$ cat config.mk
export PLATFORM = sky130hd
export DESIGN_NAME = pc_ctrl_unit
export DESIGN_NICKNAME = d
export VERILOG_FILES = /design/src/rtl/pc_ctrl_unit.sv
export SDC_FILE = /design/constraint.sdc
export NUM_CORES = 1
export LEC_CHECK = 0
export CAP_MARGIN = 0
export CORE_MARGIN = 8
export CORE_UTILIZATION = 47
export DETAILED_ROUTE_END_ITERATION = 10
export HOLD_SLACK_MARGIN = 0.06
export PLACE_DENSITY = 0.84
export RECOVER_POWER = 25
export SYNTH_ARGS = -nofsm -noshare
export SYNTH_HDL_FRONTEND = slang
export SYNTH_SLANG_ARGS = --single-unit
$ cat constraint.sdc
create_clock -name clk -period 8.9 [get_ports clk]
set_input_delay 1.78 -clock clk [delete_from_list [all_inputs] [get_ports clk]]
set_output_delay 1.78 -clock clk [all_outputs]
set_load 0.03 [all_outputs]
$ cat src/rtl/pc_ctrl_unit.sv
// Program-counter unit: PC/PC+INC registers, exception trap/ERET, halt FSM.
// Optional return-address stack enabled with the PC_RAS_EN macro.
module pc_ctrl_unit #(
   parameter int unsigned          ADDR_W    = 32,
   parameter logic [ADDR_W-1:0]    RESET_VEC = '0,
   parameter logic [ADDR_W-1:0]    TRAP_VEC  = ADDR_W'(32'h0000_0080),
   parameter int unsigned          INC       = 4,
   parameter int unsigned          RAS_DEPTH = 4
) (
   input  logic              clk,
   input  logic              reset,
   input  logic              pc_wre,
   input  logic [ADDR_W-1:0] pc_in,
   input  logic              exc,
   input  logic              eret,
   input  logic              halt,
   input  logic              resume,
   input  logic              call,
   input  logic              ret,
   output logic [ADDR_W-1:0] pc_out,
   output logic [ADDR_W-1:0] pc4,
   output logic [ADDR_W-1:0] epc,
   output logic              in_trap,
   output logic              halted
`ifdef PC_RAS_EN
   ,
   output logic              ras_empty
`endif
);

   localparam logic [ADDR_W-1:0] INC_V = ADDR_W'(INC);

   typedef enum logic {RUN, HALT} state_t;

   state_t            state_q, state_d;
   logic [ADDR_W-1:0] pc_q, pc_d, pc4_q, epc_q, epc_d;
   logic              in_trap_q, in_trap_d;
   logic              push, pop;
   logic              ras_hit;
   logic [ADDR_W-1:0] ras_top;

`ifdef PC_RAS_EN
   localparam int unsigned PTR_W = (RAS_DEPTH > 1) ? $clog2(RAS_DEPTH) : 1;
   localparam int unsigned CNT_W = PTR_W + 1;

   logic [ADDR_W-1:0] ras_mem [RAS_DEPTH];
   logic [PTR_W-1:0]  ptr_q, ptr_d, top_idx;
   logic [CNT_W-1:0]  cnt_q, cnt_d;

   assign top_idx   = ptr_q - PTR_W'(1);
   assign ras_top   = ras_mem[top_idx];
   assign ras_hit   = (cnt_q != '0);
   assign ras_empty = (cnt_q == '0);
`else
   logic unused_ras_inputs;
   assign unused_ras_inputs = call ^ ret;
   assign ras_top = '0;
   assign ras_hit = 1'b0;
`endif

   always_comb begin
      state_d   = state_q;
      pc_d      = pc_q;
      epc_d     = epc_q;
      in_trap_d = in_trap_q;
      push      = 1'b0;
      pop       = 1'b0;

      unique case (state_q)
         RUN:  if (halt && !resume) state_d = HALT;
         HALT: if (resume && !halt) state_d = RUN;
         default: state_d = RUN;
      endcase

      // Exceptions are taken in both states; a trap inside a trap keeps the first EPC.
      if (exc) begin
         pc_d      = TRAP_VEC;
         in_trap_d = 1'b1;
         if (!in_trap_q) epc_d = pc_q;
      end else if (state_q == RUN) begin
         if (eret && in_trap_q) begin
            pc_d      = epc_q;
            in_trap_d = 1'b0;
         end else if (!halt && pc_wre) begin
            push = call;
            if (ret && ras_hit) begin
               pc_d = ras_top;
               pop  = 1'b1;
            end else begin
               pc_d = pc_in;
            end
         end
      end
   end

   always_ff @(posedge clk) begin
      if (!reset) begin
         state_q   <= RUN;
         pc_q      <= RESET_VEC;
         pc4_q     <= RESET_VEC + INC_V;
         epc_q     <= '0;
         in_trap_q <= 1'b0;
      end else begin
         state_q   <= state_d;
         pc_q      <= pc_d;
         pc4_q     <= pc_d + INC_V;
         epc_q     <= epc_d;
         in_trap_q <= in_trap_d;
      end
   end

`ifdef PC_RAS_EN
   // Pop+push replaces the top in place; a push when full overwrites the oldest slot.
   always_comb begin
      ptr_d = ptr_q;
      cnt_d = cnt_q;
      unique case ({push, pop})
         2'b10: begin
            ptr_d = ptr_q + PTR_W'(1);
            if (cnt_q != CNT_W'(RAS_DEPTH)) cnt_d = cnt_q + CNT_W'(1);
         end
         2'b01: begin
            ptr_d = top_idx;
            cnt_d = cnt_q - CNT_W'(1);
         end
         default: ;
      endcase
   end

   always_ff @(posedge clk) begin
      if (!reset) begin
         ptr_q <= '0;
         cnt_q <= '0;
      end else begin
         ptr_q <= ptr_d;
         cnt_q <= cnt_d;
      end
   end

   always_ff @(posedge clk) begin
      if (reset && push) ras_mem[pop ? top_idx : ptr_q] <= pc4_q;
   end
`else
   logic unused_ras_ctl;
   assign unused_ras_ctl = push ^ pop ^ (|ras_top);
`endif

   assign pc_out  = pc_q;
   assign pc4     = pc4_q;
   assign epc     = epc_q;
   assign in_trap = in_trap_q;
   assign halted  = (state_q == HALT);

endmodule

==> results_dict.tcl <==
set metrics [dict create \
    outcome "complete, no violations" \
    cts_root_buf "clkbuf_8" \
    syn_area_sq_um 4360 \
    synthCells 521 \
    routabilityCongestion 0.916 \
    dp_slack_ps 2610 \
    path_clk_slew_ps 80 \
    vias_per_cell 5.85 \
    cts_made_buffers 9 \
    syn_avg_cell_area_sq_um 8.37 \
    power_density_nw_per_um2 159 \
    worstSkewPairLatency_ps 370 \
    worstPathArrival_ps 6290 \
    timing.fmax_mhz 166 \
    setup_viol 0 \
    die_area_sq_um 12600 \
    stdcell_area_sq_um 5920 \
    num_rows 35 \
    placed_cells 735 \
    crit_slowest_cell "clkdlybuf4s50_1" \
    crit_path_start_kind "input pin" \
    synth_cell_types 63 \
    boundaryPins 139 \
    wl_per_cell_um 19.1 \
    finalNetCount 677 \
    worst_pin_slew_ps 1030 \
    synth_edf_count 0 \
    place_area_sq_um 5710 \
    hpwl_mm 10.2 \
    rsz0062_at_grt "false" \
    stdcell_count 751 \
    cts_htree_levels 3 \
    routed_wl_mm 14.3 \
    ys_async_sr_fraction_pct 0 \
    final_antenna_net_count 0 \
    first_global_vias 4337 \
    clock_tree.buffer_depth 2 \
    drc_errors 0 \
    ys_seq_area_share_pct 44.1 \
    yosysTopAreaCellShare_pct 44.1 \
    grt_pass1_wl_mm 22.5 \
    setup_ws_ps 2880 \
    drtIter0Drc 338 \
    ctsResizeCount 0 \
    hold_class "reg2reg" \
    yosys.area.top_type "dfxtp_1" \
    endpoint_kind "register" \
    diodes 0 \
    grt_usage_pct 22.2 \
    vdd_drop_max_mv 0.0933 \
    drive_above_1_share_pct 6.25 \
    p_leak_nw 2.19 \
    cts_hold_buf 0 \
    grt-ovfl-total 0 \
    ys_ff_latch 96 \
    cts_sinks 96 \
    critPathKind "in2reg" \
    maxSlewViolCount 0 \
    cap_violations 0 \
    hold_viol_final 0 \
    die_y_um 112 \
    cp.required_ps 9170 \
    nFillCells 739 \
    cp_max_fo 27 \
    antenna_found_initial 0 \
    post_cts_buffers 0 \
    post-route-period-util_pct 67.6 \
    start_util_pct 47.9 \
    setup_tns_ps 0 \
    synth_fp_nets 563 \
    ys.flop_type "dfxtp_1" \
    crit_chain "clkdlybuf4s50_1 -> nand2_1 -> a21oi_4 -> o221ai_1 -> nor4_1 -> nand4_1 -> or4_1 -> a21oi_1" \
    period_minus_slack_ps 6020 \
    max_slew_margin_pct 31.0 \
    vias 4396 \
    core_area_sq_um 9110 \
    max_stage_delay_ps 890 \
    portBuffers 136 \
    layout-area-overhead-vs-synth_pct 35.8 \
    yosys_warnings 0 \
    skew_ps 14.5 \
    grt_max_degree 42 \
    synth_area_leaders "dfxtp_1 (44%), nand2_1 (6.8%), a21oi_1 (6.5%)" \
    cts_tree "built" \
    die_x_um 112 \
    drt_pass1_iterations 4 \
]
[layout by cell type, fill, tap and decap left out, types with 5 or more instances in the layout]
cell	n
nor4_1	8
or3_1	5
dlygate4sd3_1	48
o31a_1	8
o31ai_1	7
nor3_1	5
buf_4	7
o221ai_1	12
nand3_1	5
o22ai_1	10
dfxtp_1	96
nand2_1	79
a21oi_1	57
and2_1	10
inv_1	17
clkdlybuf4s50_1	88
nand3b_1	8
nor2_1	61
clkbuf_8	10
or4_1	11
and3_1	5
mux2_1	8
[critical path, delay by kind of cell]
kind,cells,cell delay [ps]
and+or+nand+nor,4,2230
buffers and inverters,1,890
AOI/OAI and AO/OA,3,1370
[metrics by stage]
stage          power, mW  util, %  hold WS [ps]
6_report           0.940     65.0           470
5_1_grt            0.978     65.0           491
4_1_cts            0.943     65.0           468
3_5_place_dp       0.638     62.7           461
3_3_place_gp       0.636     62.7           453
2_1_floorplan      0.567        -           587
[kinds of logic (layout without fill, tap and decap cells)]
family	count (synthesis)	count (layout)	synth area share, %
multiplexers	9	9	2.30
AND/OR/NAND/NOR	222	222	25.5
adder cells (fa/ha/maj)	2	2	0.517
AO/OA/AOI/OAI	126	126	19.5
buffers and inverters	59	178	6.69
XOR/XNOR	7	7	1.41
flip-flops	96	96	44.1
[where the power goes]
part | switching [mW] | total [mW] | internal [mW] | leakage [nW]
clock | 0.146 | 0.313 | 0.166 | 0.108
combinational | 0.107 | 0.173 | 0.0660 | 1.30
sequential | 0.00995 | 0.454 | 0.444 | 0.780
[cells in the mapped netlist (3+ instances only)]
master / instances
nand2_1: 79
mux2_1: 8
o21ai_0: 4
o31a_1: 8
nor2_1: 62
nand3b_1: 8
buf_4: 3
or4_1: 11
nand3_1: 5
dfxtp_1: 96
o22ai_1: 10
nor4_1: 8
a21oi_1: 57
nor2b_1: 3
and3_1: 5
inv_1: 17
nor3_1: 5
o31ai_1: 7
clkbuf_1: 25
a31oi_1: 3
nand4_1: 3
xor2_1: 3
o221a_2: 3
nor4_2: 4
buf_6: 5
o221ai_1: 12
or3_1: 5
xnor2_1: 4
buf_2: 6
and2_1: 10
[state kept, by name (all words and copies together), names as in the netlist]
register / flops
epc: 32
pc4: 30
halted: 1
in_trap: 1
pc_out: 32
[routing by layer]
layer  wire length (um)  vias to the layer above  GRT usage (%)
li1                   -                     2061              -
met1               5520                     2056           25.1
met2               6950                      239           38.1
met3               1470                       40           6.87
met4                386                        0           9.08
met5                  0                        -              0
[final cells by class]
type / count / area (sq um) / share of cell area (%)
clock buffer: 13 / 149 / 2.51
clock inverter: 3 / 65.1 / 1.10
inverter: 19 / 85.1 / 1.44
multi-input combinational: 366 / 2150 / 36.3
sequential: 96 / 1920 / 32.5
tap: 111 / 139 / 2.35
timing repair buffer: 143 / 1410 / 23.9
[worst paths after layout]
check,startpoint,end,slack [ps],cells after the start
hold / removal,epc[28],epc[28],470,2
hold reg to reg,epc[28],epc[28],470,2
setup / recovery,eret,pc4[22],2880,8
setup reg to reg,in_trap,pc4[22],4780,8
Note: power is estimated with default switching activity, not from simulation.
